--- config.mk ---
export PLATFORM = sky130hd
export DESIGN_NAME = ads1675_rx
export DESIGN_NICKNAME = d
export VERILOG_FILES = /design/src/rtl/ads1675_rx.sv
export SDC_FILE = /design/constraint.sdc
export NUM_CORES = 1
export LEC_CHECK = 0
export CAP_MARGIN = 30
export CORE_ASPECT_RATIO = 1.1
export CORE_MARGIN = 8
export CORE_UTILIZATION = 50
export DETAILED_ROUTE_END_ITERATION = 10
export GPL_TIMING_DRIVEN = 0
export PLACE_DENSITY = 0.77
export SETUP_SLACK_MARGIN = 0.05
export SYNTH_ARGS = -nofsm -noshare
export SYNTH_HDL_FRONTEND = slang
export SYNTH_SLANG_ARGS = --single-unit
--- constraint.sdc ---
create_clock -name sclk -period 3.95 [get_ports sclk]
set_clock_uncertainty 0.05 [all_clocks]
set_input_delay 0.79 -clock sclk [delete_from_list [all_inputs] [get_ports sclk]]
set_output_delay 0.79 -clock sclk [all_outputs]
set_load 0.05 [all_outputs]
--- src/rtl/ads1675_rx.sv ---
// ADS1675 serial receiver: DRDY-framed MSB-first deserializer with a registered
// valid/ready output and overrun, framing and timeout supervision.
module ads1675_rx #(
  parameter int unsigned DW      = 24,
  parameter int unsigned TIMEOUT = 64
) (
  input  logic          sclk,
  input  logic          rst_n,
  input  logic          en,
  input  logic          drdy,
  input  logic          dout,
  output logic [DW-1:0] m_data,
  output logic          m_valid,
  input  logic          m_ready,
  input  logic          clr_err,
  output logic          frame_err,
  output logic          timeout_err,
  output logic          overrun,
  output logic [7:0]    overrun_cnt
);

  localparam int unsigned BCW = $clog2(DW);
  localparam int unsigned GCW = $clog2(TIMEOUT + 1);

  typedef enum logic {ST_IDLE, ST_SHIFT} state_e;

  state_e          state_q;
  logic [BCW-1:0]  bitcnt_q;
  logic [DW-2:0]   shift_q;
  logic            drdy_q;
  logic            armed_q;
  logic [GCW-1:0]  gapcnt_q;
  logic [DW-1:0]   m_data_q;
  logic            m_valid_q;
  logic            frame_err_q;
  logic            timeout_err_q;
  logic            overrun_q;
  logic [7:0]      overrun_cnt_q;

  logic            rise_c;
  logic            last_c;
  logic            done_c;
  logic            fe_c;
  logic            to_c;
  logic            ovr_c;
  logic [DW-1:0]   word_c;

  // Frame-edge detection and per-edge events feeding the registers below.
  assign rise_c = en & drdy & ~drdy_q;
  assign last_c = (state_q == ST_SHIFT) && (bitcnt_q == BCW'(DW - 1));
  assign done_c = en & last_c;
  assign fe_c   = rise_c & (state_q == ST_SHIFT) & ~last_c;
  assign to_c   = en & armed_q & ~rise_c & (gapcnt_q == GCW'(TIMEOUT - 1));
  assign ovr_c  = done_c & m_valid_q & ~m_ready;
  assign word_c = {shift_q, dout};

  always_ff @(posedge sclk or negedge rst_n) begin
    if (!rst_n) begin
      state_q       <= ST_IDLE;
      bitcnt_q      <= '0;
      shift_q       <= '0;
      drdy_q        <= 1'b0;
      armed_q       <= 1'b0;
      gapcnt_q      <= '0;
      m_data_q      <= '0;
      m_valid_q     <= 1'b0;
      frame_err_q   <= 1'b0;
      timeout_err_q <= 1'b0;
      overrun_q     <= 1'b0;
      overrun_cnt_q <= '0;
    end else begin
      drdy_q <= drdy;

      // Deserializer: a rise inside a frame restarts it with this edge as the MSB.
      if (!en) begin
        state_q  <= ST_IDLE;
        bitcnt_q <= '0;
      end else begin
        case (state_q)
          ST_IDLE: begin
            if (rise_c) begin
              shift_q  <= (DW-1)'(dout);
              bitcnt_q <= BCW'(1);
              state_q  <= ST_SHIFT;
            end
          end
          ST_SHIFT: begin
            if (last_c) begin
              bitcnt_q <= '0;
              state_q  <= ST_IDLE;
            end else if (rise_c) begin
              shift_q  <= (DW-1)'(dout);
              bitcnt_q <= BCW'(1);
            end else begin
              shift_q  <= word_c[DW-2:0];
              bitcnt_q <= bitcnt_q + BCW'(1);
            end
          end
          default: state_q <= ST_IDLE;
        endcase
      end

      // Watchdog armed by the first rise; gap counter saturates at TIMEOUT.
      if (!en) begin
        armed_q  <= 1'b0;
        gapcnt_q <= '0;
      end else if (rise_c) begin
        armed_q  <= 1'b1;
        gapcnt_q <= '0;
      end else if (armed_q && (gapcnt_q != GCW'(TIMEOUT))) begin
        gapcnt_q <= gapcnt_q + GCW'(1);
      end

      if (done_c) begin
        m_data_q  <= word_c;
        m_valid_q <= 1'b1;
      end else if (m_valid_q && m_ready) begin
        m_valid_q <= 1'b0;
      end

      // Clear wins over any same-edge set.
      if (clr_err) begin
        frame_err_q   <= 1'b0;
        timeout_err_q <= 1'b0;
        overrun_q     <= 1'b0;
        overrun_cnt_q <= '0;
      end else begin
        if (fe_c) frame_err_q   <= 1'b1;
        if (to_c) timeout_err_q <= 1'b1;
        if (ovr_c) begin
          overrun_q <= 1'b1;
          if (overrun_cnt_q != 8'hFF) overrun_cnt_q <= overrun_cnt_q + 8'd1;
        end
      end
    end
  end

  assign m_data      = m_data_q;
  assign m_valid     = m_valid_q;
  assign frame_err   = frame_err_q;
  assign timeout_err = timeout_err_q;
  assign overrun     = overrun_q;
  assign overrun_cnt = overrun_cnt_q;

endmodule

==> results.json, run 1 <==
{
  "final_antenna_net_count": 0,
  "layout.nets": 331,
  "instances_no_fill": 407,
  "cap_violations": 0,
  "nFillCells": 532,
  "crit_arrival_ps": 1620,
  "dp_hpwl_mm": 4.50,
  "synth_top_area_share_pct": 56.7,
  "async_reset_ff_share_pct": 100,
  "grt.total_usage_pct": 14.8,
  "yosysTopAreaCell": "dfrtp_1",
  "ios": 43,
  "max_freq_mhz": 406,
  "antennaDiodeCount": 0,
  "ctsHoldBuffers": 0,
  "drt_iter0_drc": 56,
  "cts-resized-gates": 0,
  "cts_buffers": 9,
  "slew_viol_final": 0,
  "synth-seq-cells": 74,
  "crit_path_end_kind": "output port",
  "outcome": "finished, final reports clean",
  "start_util_pct": 50.7,
  "min_path_type": "in2async",
  "min_period_ps": 2460,
  "synth-edff-count": 0,
  "yosys_warnings": 0,
  "vias_per_cell": 5.57,
  "critPathTopFamily": "buffers and inverters",
  "antenna_found_initial": 0,
  "clk_path_buf_depth": 2,
  "area_delta_synth_final_pct": 24.2,
  "synthTopCellsByCount": "dfrtp_1 (74), nand4_1 (27), mux2_2 (21)",
  "grt_pass1_wl_mm": 11.0,
  "synth_area_leaders": "dfrtp_1 (57%), mux2_2 (7.2%), a21bo_1 (6.1%)",
  "clockRootBuffer": "clkbuf_8",
  "gp_congestion": 0.765,
  "crit_chain": "clkdlybuf4s50_1",
  "port_buffers": 42,
  "worstPathRequired_ps": 3110,
  "dp_slack_ps": 1190,
  "die_area_um2": 9380,
  "synth-main-ff-cell": "dfrtp_1",
  "power.density_nw_per_um2": 382,
  "crit_slowest_cell": "clkdlybuf4s50_1",
  "worst_slack_ps": 1490,
  "setup_viol": 0,
  "startpoint_type": "register",
  "drive_gt1_share_pct": 17.2,
  "multi_input_area_um2": 1290,
  "period_share_pct": 62.3,
  "synth_area_per_cell_um2": 12.3,
  "syn_area_um2": 3270,
  "die_height_um": 101,
  "finalHoldViolations": 0,
  "crit_type": "reg2out",
  "wl_per_cell_um": 15.9,
  "grt_pass1_vias": 2306,
  "grt_max_degree": 63,
  "ys_types": 45,
  "fp.dieW_um": 93.1,
  "maxSlewHeadroom_pct": 64.8,
  "clock_latency_ps": 340,
  "worst_slew_pin_slew_ps": 526,
  "critPathMaxFanout": 7,
  "synth.most_common_cell": "dfrtp_1",
  "syn_nets": 277,
  "ys_seq_area_share_pct": 56.7,
  "core_area_um2": 6440,
  "power.total_mw": 1.55,
  "vias": 2266,
  "rsz0062_at_grt": "false",
  "grt_overflow": 0,
  "clkTransAtPathRegs_ps": 80,
  "h-tree-depth": 3,
  "leakagePower_nw": 2.03,
  "clock_sinks": 74,
  "syn_inst": 266,
  "cp_num_buf_inv": 1,
  "regArea_um2": 1850,
  "postCtsSetupBuffers": 0,
  "row_count": 31,
  "dp.cells": 391,
  "crit_path_max_incr_delay_ps": 840,
  "drc": 0,
  "cts_tree": "yes",
  "drt-pass1-iter-count": 4,
  "finalWirelength_mm": 6.46,
  "irDropWorstVdd_v": 0.000195
}
==> state kept, by name (all words and copies together), names as in the netlist <==
name	count
gapcnt_q	7
timeout_err	1
overrun	1
m_data	24
shift_q	23
drdy_q	1
armed_q	1
m_valid	1
frame_err	1
state_q	1
bitcnt_q	5
overrun_cnt	8
==> worst paths after layout <==
check	from	to	slack, ps	cells past startpoint
max in group asynchronous	rst_n	m_data[20]	3060	2
worst min register to register	timeout_err	timeout_err	440	1
worst max register to register	bitcnt_q[0]	m_data[5]	1950	5
min in group sclk	timeout_err	timeout_err	440	1
worst max-delay path	overrun_cnt[3]	overrun_cnt[3]	1490	1
worst min-delay path	rst_n	overrun_cnt[5]	240	1
==> through the flow <==
step | hold slack (ps) | instance area, um2 | utilization [%] | setup TNS, ps
final | 242 | 4060 | 63.0 | 0
after global routing | 242 | 4060 | 63.0 | 0
after CTS | 234 | 4060 | 63.0 | 0
after detailed placement | 428 | 3810 | 59.2 | 0
after global placement | 420 | 3790 | 58.9 | -35620
after floorplan | 392 | 3270 | - | 0
==> layer usage <==
layer	global-route usage (%)	up-vias	wire (um)
li1	-	1082	-
met1	17.9	1134	2900
met2	23.8	42	3170
met3	3.87	8	284
met4	7.07	0	110
met5	0	-	0
==> cell type report <==
type / instances / share of cell area (%)
well taps: 82 / 2.53
clock inverters: 7 / 2.90
clock buffers: 9 / 3.05
multi-input cells: 168 / 31.8
repair buffers: 43 / 11.0
plain buffers: 16 / 2.38
inverters: 8 / 0.740
flip-flops and latches: 74 / 45.7
==> cell families (layout without fill, tap and decap cells) <==
kind of cell               after synthesis  after routing  synth area share, %
DFF                                     74             74                 56.7
muxes                                   29             29                 9.96
xor gates and xnor gates                 6              6                 1.61
buffers and inverters                   24             83                 3.87
and+or+nand+nor                         79             79                 14.4
adders and majority gates                4              4                 1.53
AOI/OAI and AO/OA                       50             50                 12.0
==> layout by cell type (no fill, tap or decap), drive strengths merged, types with 3 or more instances in the layout <==
cell type,synthesis,layout
a21bo,21,21
a21oi,11,11
and2,5,5
buf,13,15
bufinv,0,3
clkbuf,3,12
clkdlybuf4s50,0,41
clkinv,0,4
dfrtp,74,74
ha,4,4
inv,8,8
mux2,28,28
nand2,7,7
nand3,6,6
nand4,27,27
nor2,15,15
o21ai,5,5
o31ai,4,4
or4,4,4
xor2,5,5
==> report_power, final <==
part / internal, mW / switching [mW] / leakage [nW]
clock network: 0.419 / 0.281 / 0.123
registers: 0.765 / 0.00693 / 1.03
logic: 0.0260 / 0.0509 / 0.885
No activity file was read; power rests on OpenSTA's default activity.
==> run 2, diff against run 1 <==
- clock period: 3.95 -> 2.56 ns (I/O delays scaled with it)
==> results.json, run 2 (synthesis gave the netlist of run 1 again) <==
{
  "outcome": "finished, final reports clean",
  "crit_type": "reg2out",
  "critPathMaxFanout": 7,
  "mostFrequentLayoutCells": "dfrtp_1 (74), clkdlybuf4s50_1 (41), nand4_1 (27)",
  "area_delta_synth_final_pct": 24.5,
  "max_freq_mhz": 458,
  "clk_path_buf_depth": 2,
  "gp_congestion": 0.765,
  "antenna_found_initial": 0,
  "startpoint_type": "register",
  "grt_pass1_vias": 2312,
  "clock_sinks": 74,
  "crit_arrival_ps": 1620,
  "row_count": 31,
  "nFillCells": 533,
  "drive_gt1_share_pct": 17.2,
  "worst_slew_pin_slew_ps": 526,
  "largest_reg_flops": 24,
  "grt_pass1_wl_mm": 11.0,
  "fp.dieW_um": 93.1,
  "worst_slack_ps": 378,
  "dp_hpwl_mm": 4.50,
  "ios": 43,
  "grt.total_usage_pct": 14.8,
  "clock_latency_ps": 340,
  "die_area_um2": 9380,
  "reg2reg_slack_ps": 550,
  "finalWirelength_mm": 6.47,
  "port_buffers": 42,
  "start_util_pct": 50.7,
  "drc": 0,
  "antennaDiodeCount": 0,
  "dp.cells": 391,
  "min_period_ps": 2180,
  "crit_path_end_kind": "output port",
  "wl_per_cell_um": 15.9,
  "die_height_um": 101,
  "min_path_type": "reg2reg",
  "layout.nets": 332,
  "cts_tree": "yes",
  "cap_violations": 0,
  "finalInstanceArea_um2": 4070,
  "finalHoldViolations": 0,
  "instances_no_fill": 408,
  "crit_slowest_cell": "clkdlybuf4s50_1",
  "period_share_pct": 85.2,
  "final_common_cell": "dfrtp_1",
  "rsz0062_at_grt": "false",
  "fin_tns_setup_ps": 0,
  "crit_chain": "clkdlybuf4s50_1",
  "irDropWorstVdd_v": 0.000302,
  "power.density_nw_per_um2": 589,
  "post_dp_cell_area_um2": 3810,
  "clockRootBuffer": "clkbuf_8",
  "drt_iter0_drc": 60,
  "slew_viol_final": 0,
  "maxSlewHeadroom_pct": 64.8,
  "setup_viol": 0,
  "cts_buffers": 9,
  "cp_num_buf_inv": 1,
  "worstPathRequired_ps": 2000,
  "critPathTopFamily": "buffers and inverters",
  "grt_max_degree": 63,
  "drt-pass1-iter-count": 4,
  "h-tree-depth": 3,
  "grt_overflow": 0,
  "leakagePower_nw": 2.04,
  "vias_per_cell": 5.58,
  "crit_path_max_incr_delay_ps": 840,
  "dp_slack_ps": 80.4,
  "final_antenna_net_count": 0,
  "core_area_um2": 6440,
  "clkTransAtPathRegs_ps": 80,
  "vias": 2275
}
==> run 2: cell types whose count changed in the layout (fill, tap and decap cells not counted) <==
cell           before  now
dlygate4sd3_1       0    1
==> run 2: final timing paths <==
kind                                 from             end  depth (start not counted)
max                        overrun_cnt[3]  overrun_cnt[3]                          1
min                           timeout_err     timeout_err                          1
max reg2reg                   bitcnt_q[0]       m_data[5]                          5
min reg2reg                   timeout_err     timeout_err                          1
max in group asynchronous           rst_n      m_data[20]                          3
min in group asynchronous           rst_n  overrun_cnt[5]                          2
==> run 2: per-stage QoR <==
| stage | hold slack (ps) | total power [mW] | utilization [%] |
|---|---|---|---|
| CTS | 447 | 2.41 | 63.2 |
| detailed placement | 328 | 1.33 | 59.2 |
| finish | 440 | 2.39 | 63.2 |
| global placement | 420 | 1.33 | 58.9 |
| floorplan | 166 | 1.27 | - |
| global route | 467 | 2.48 | 63.2 |
==> run 2: repair_timing <==
item,in CTS,in global routing
endpoints found under the hold margin,12,0
gates resized for setup,0,0
setup buffers,0,0
hold buffers,1,0
==> run 2: routing by layer <==
metal  vias to the layer above  wire (um)  global-route usage [%]
met4                         0        114                    7.07
li1                       1085          -                       -
met5                         -          0                       0
met2                        45       3150                    23.8
met1                      1137       2900                    17.9
met3                         8        295                    3.87
==> run 2: worst reg2reg max path, delay by kind of cell (launching register included) <==
kind                       cells  cell delay [ps]
and+or+nand+nor                2              570
DFF                            1              400
muxes                          1              350
buffers and inverters          1              280
adders and majority gates      1              250
==> run 2: where the power goes <==
part | internal, mW | switching [mW]
Clock | 0.647 | 0.436
Combinational | 0.0410 | 0.0791
Sequential | 1.18 | 0.0109
Total | 1.87 | 0.526
==> run 2: cell type report <==
cell class                 instances  area [um2]  area share, %
sequential                        74        1850           45.5
clock inverter                     7         118           2.89
multi-input combinational        168        1290           31.7
clock buffer                       9         124           3.05
timing repair buffer              44         455           11.2
buffer                            16        96.3           2.37
inverter                           8        30.0          0.738
tap                               82         103           2.52
==> run 3, diff against run 2 <==
- CORE_UTILIZATION: 50 -> 25
- PLACE_DENSITY: 0.77 -> 0.46
==> results.json, run 3 (synthesis gave the netlist of run 1 again) <==
{
  "final_antenna_net_count": 0,
  "clockRootBuffer": "clkbuf_16",
  "clk_path_buf_depth": 2,
  "vias_per_cell": 4.68,
  "core_area_um2": 13000,
  "clock_latency_ps": 330,
  "cts_buffers": 9,
  "grt_pass1_wl_mm": 12.3,
  "die_height_um": 136,
  "wl_per_cell_um": 14.7,
  "cap_violations": 0,
  "drt_iter0_drc": 99,
  "irDropWorstVdd_v": 0.000244,
  "r2r-end": "m_data[21]",
  "slew_viol_final": 0,
  "mostFrequentLayoutCells": "dfrtp_1 (74), clkdlybuf4s50_1 (41), nand4_1 (27)",
  "finalWirelength_mm": 7.17,
  "outcome": "finished, final reports clean",
  "instances_no_fill": 486,
  "critPathMaxFanout": 10,
  "h-tree-depth": 3,
  "min_period_ps": 2180,
  "post_dp_cell_area_um2": 3910,
  "dp_hpwl_mm": 5.01,
  "clkTransAtPathRegs_ps": 60,
  "startpoint_type": "primary input",
  "die_area_um2": 17000,
  "largest_reg_flops": 24,
  "fp.dieW_um": 125,
  "worstPathRequired_ps": 2720,
  "final_common_cell": "dfrtp_1",
  "vias": 2273,
  "maxSlewHeadroom_pct": 64.0,
  "grt_overflow": 0,
  "final_util_pct": 32.5,
  "cts-resized-gates": 0,
  "start_util_pct": 25.1,
  "area_delta_synth_final_pct": 29.1,
  "setup_viol": 0,
  "finalHoldViolations": 0,
  "antennaDiodeCount": 0,
  "worst_slew_pin_slew_ps": 539,
  "crit_type": "in2reg",
  "layout.nets": 331,
  "worstRegToRegCells": 5,
  "crit_path_end_kind": "register",
  "ctsHoldBuffers": 0,
  "drt-pass1-iter-count": 4,
  "row_count": 44,
  "period_share_pct": 85.1,
  "whs_ps": 57.3,
  "clock_sinks": 74,
  "crit_arrival_ps": 2340,
  "timing.rr.start": "bitcnt_q[0]",
  "min_path_type": "in2async",
  "gp_congestion": 0.720,
  "postCtsSetupBuffers": 0,
  "reg2reg_slack_ps": 560,
  "rsz0062_at_grt": "false",
  "drive_gt1_share_pct": 17.2,
  "dp.cells": 470,
  "max_freq_mhz": 459,
  "port_buffers": 42,
  "ios": 43,
  "drc": 0,
  "fin_tns_setup_ps": 0,
  "grt_max_degree": 48,
  "finalInstanceArea_um2": 4220,
  "power.density_nw_per_um2": 615,
  "grt_pass1_vias": 2346,
  "cts_tree": "yes",
  "leakagePower_nw": 2.06,
  "antenna_found_initial": 0,
  "grt.total_usage_pct": 8.98
}
==> run 3: layout make-up <==
cell class | count | area [um2]
inverters | 8 | 30.0
plain buffers | 16 | 96.3
repair buffers | 43 | 445
flip-flops and latches | 74 | 1850
multi-input cells | 168 | 1290
clock inverters | 6 | 65.1
clock buffers | 10 | 239
fillers | 1327 | 8770
well taps | 161 | 201
==> run 3: metrics by stage <==
| step | total power, mW | setup WS [ps] |
|---|---|---|
| 6_report | 2.59 | 381 |
| 5_1_grt | 2.69 | 288 |
| 4_1_cts | 2.64 | 376 |
| 3_5_place_dp | 1.34 | 39.0 |
| 3_3_place_gp | 1.33 | -1880 |
| 2_1_floorplan | 1.27 | 667 |
==> run 3: worst max-delay path, cell delays in order <==
cell and delay, ps:
clkdlybuf4s50_1 530, buf_2 250, nand2_1 130, nor2_2 290, buf_4 270, mux2_2 350
==> run 3: layer usage <==
layer | up-vias | wire (um) | global-route usage [%]
met4 | 0 | 115 | 4.27
met5 | - | 0 | 0
met1 | 1148 | 3540 | 11.3
met3 | 9 | 270 | 2.59
li1 | 1083 | - | -
met2 | 33 | 3240 | 14.0
==> run 3: how the worst max path moves through the flow <==
stage                        start  depth (start not counted)  slack, ps             end
finish                          en                          6        380      m_data[21]
global route                    en                          6        290      m_data[20]
CTS                 overrun_cnt[3]                          1        380  overrun_cnt[3]
detailed placement              en                          6         40      m_data[19]
global placement             rst_n                          1      -1880      m_data[18]
floorplan           overrun_cnt[0]                          6        670  overrun_cnt[5]
==> run 3: report_power, final <==
| part | leakage (nW) | switching (mW) | internal [mW] |
|---|---|---|---|
| registers | 1.03 | 0.0111 | 1.18 |
| logic | 0.885 | 0.0813 | 0.0401 |
| clock network | 0.149 | 0.496 | 0.783 |
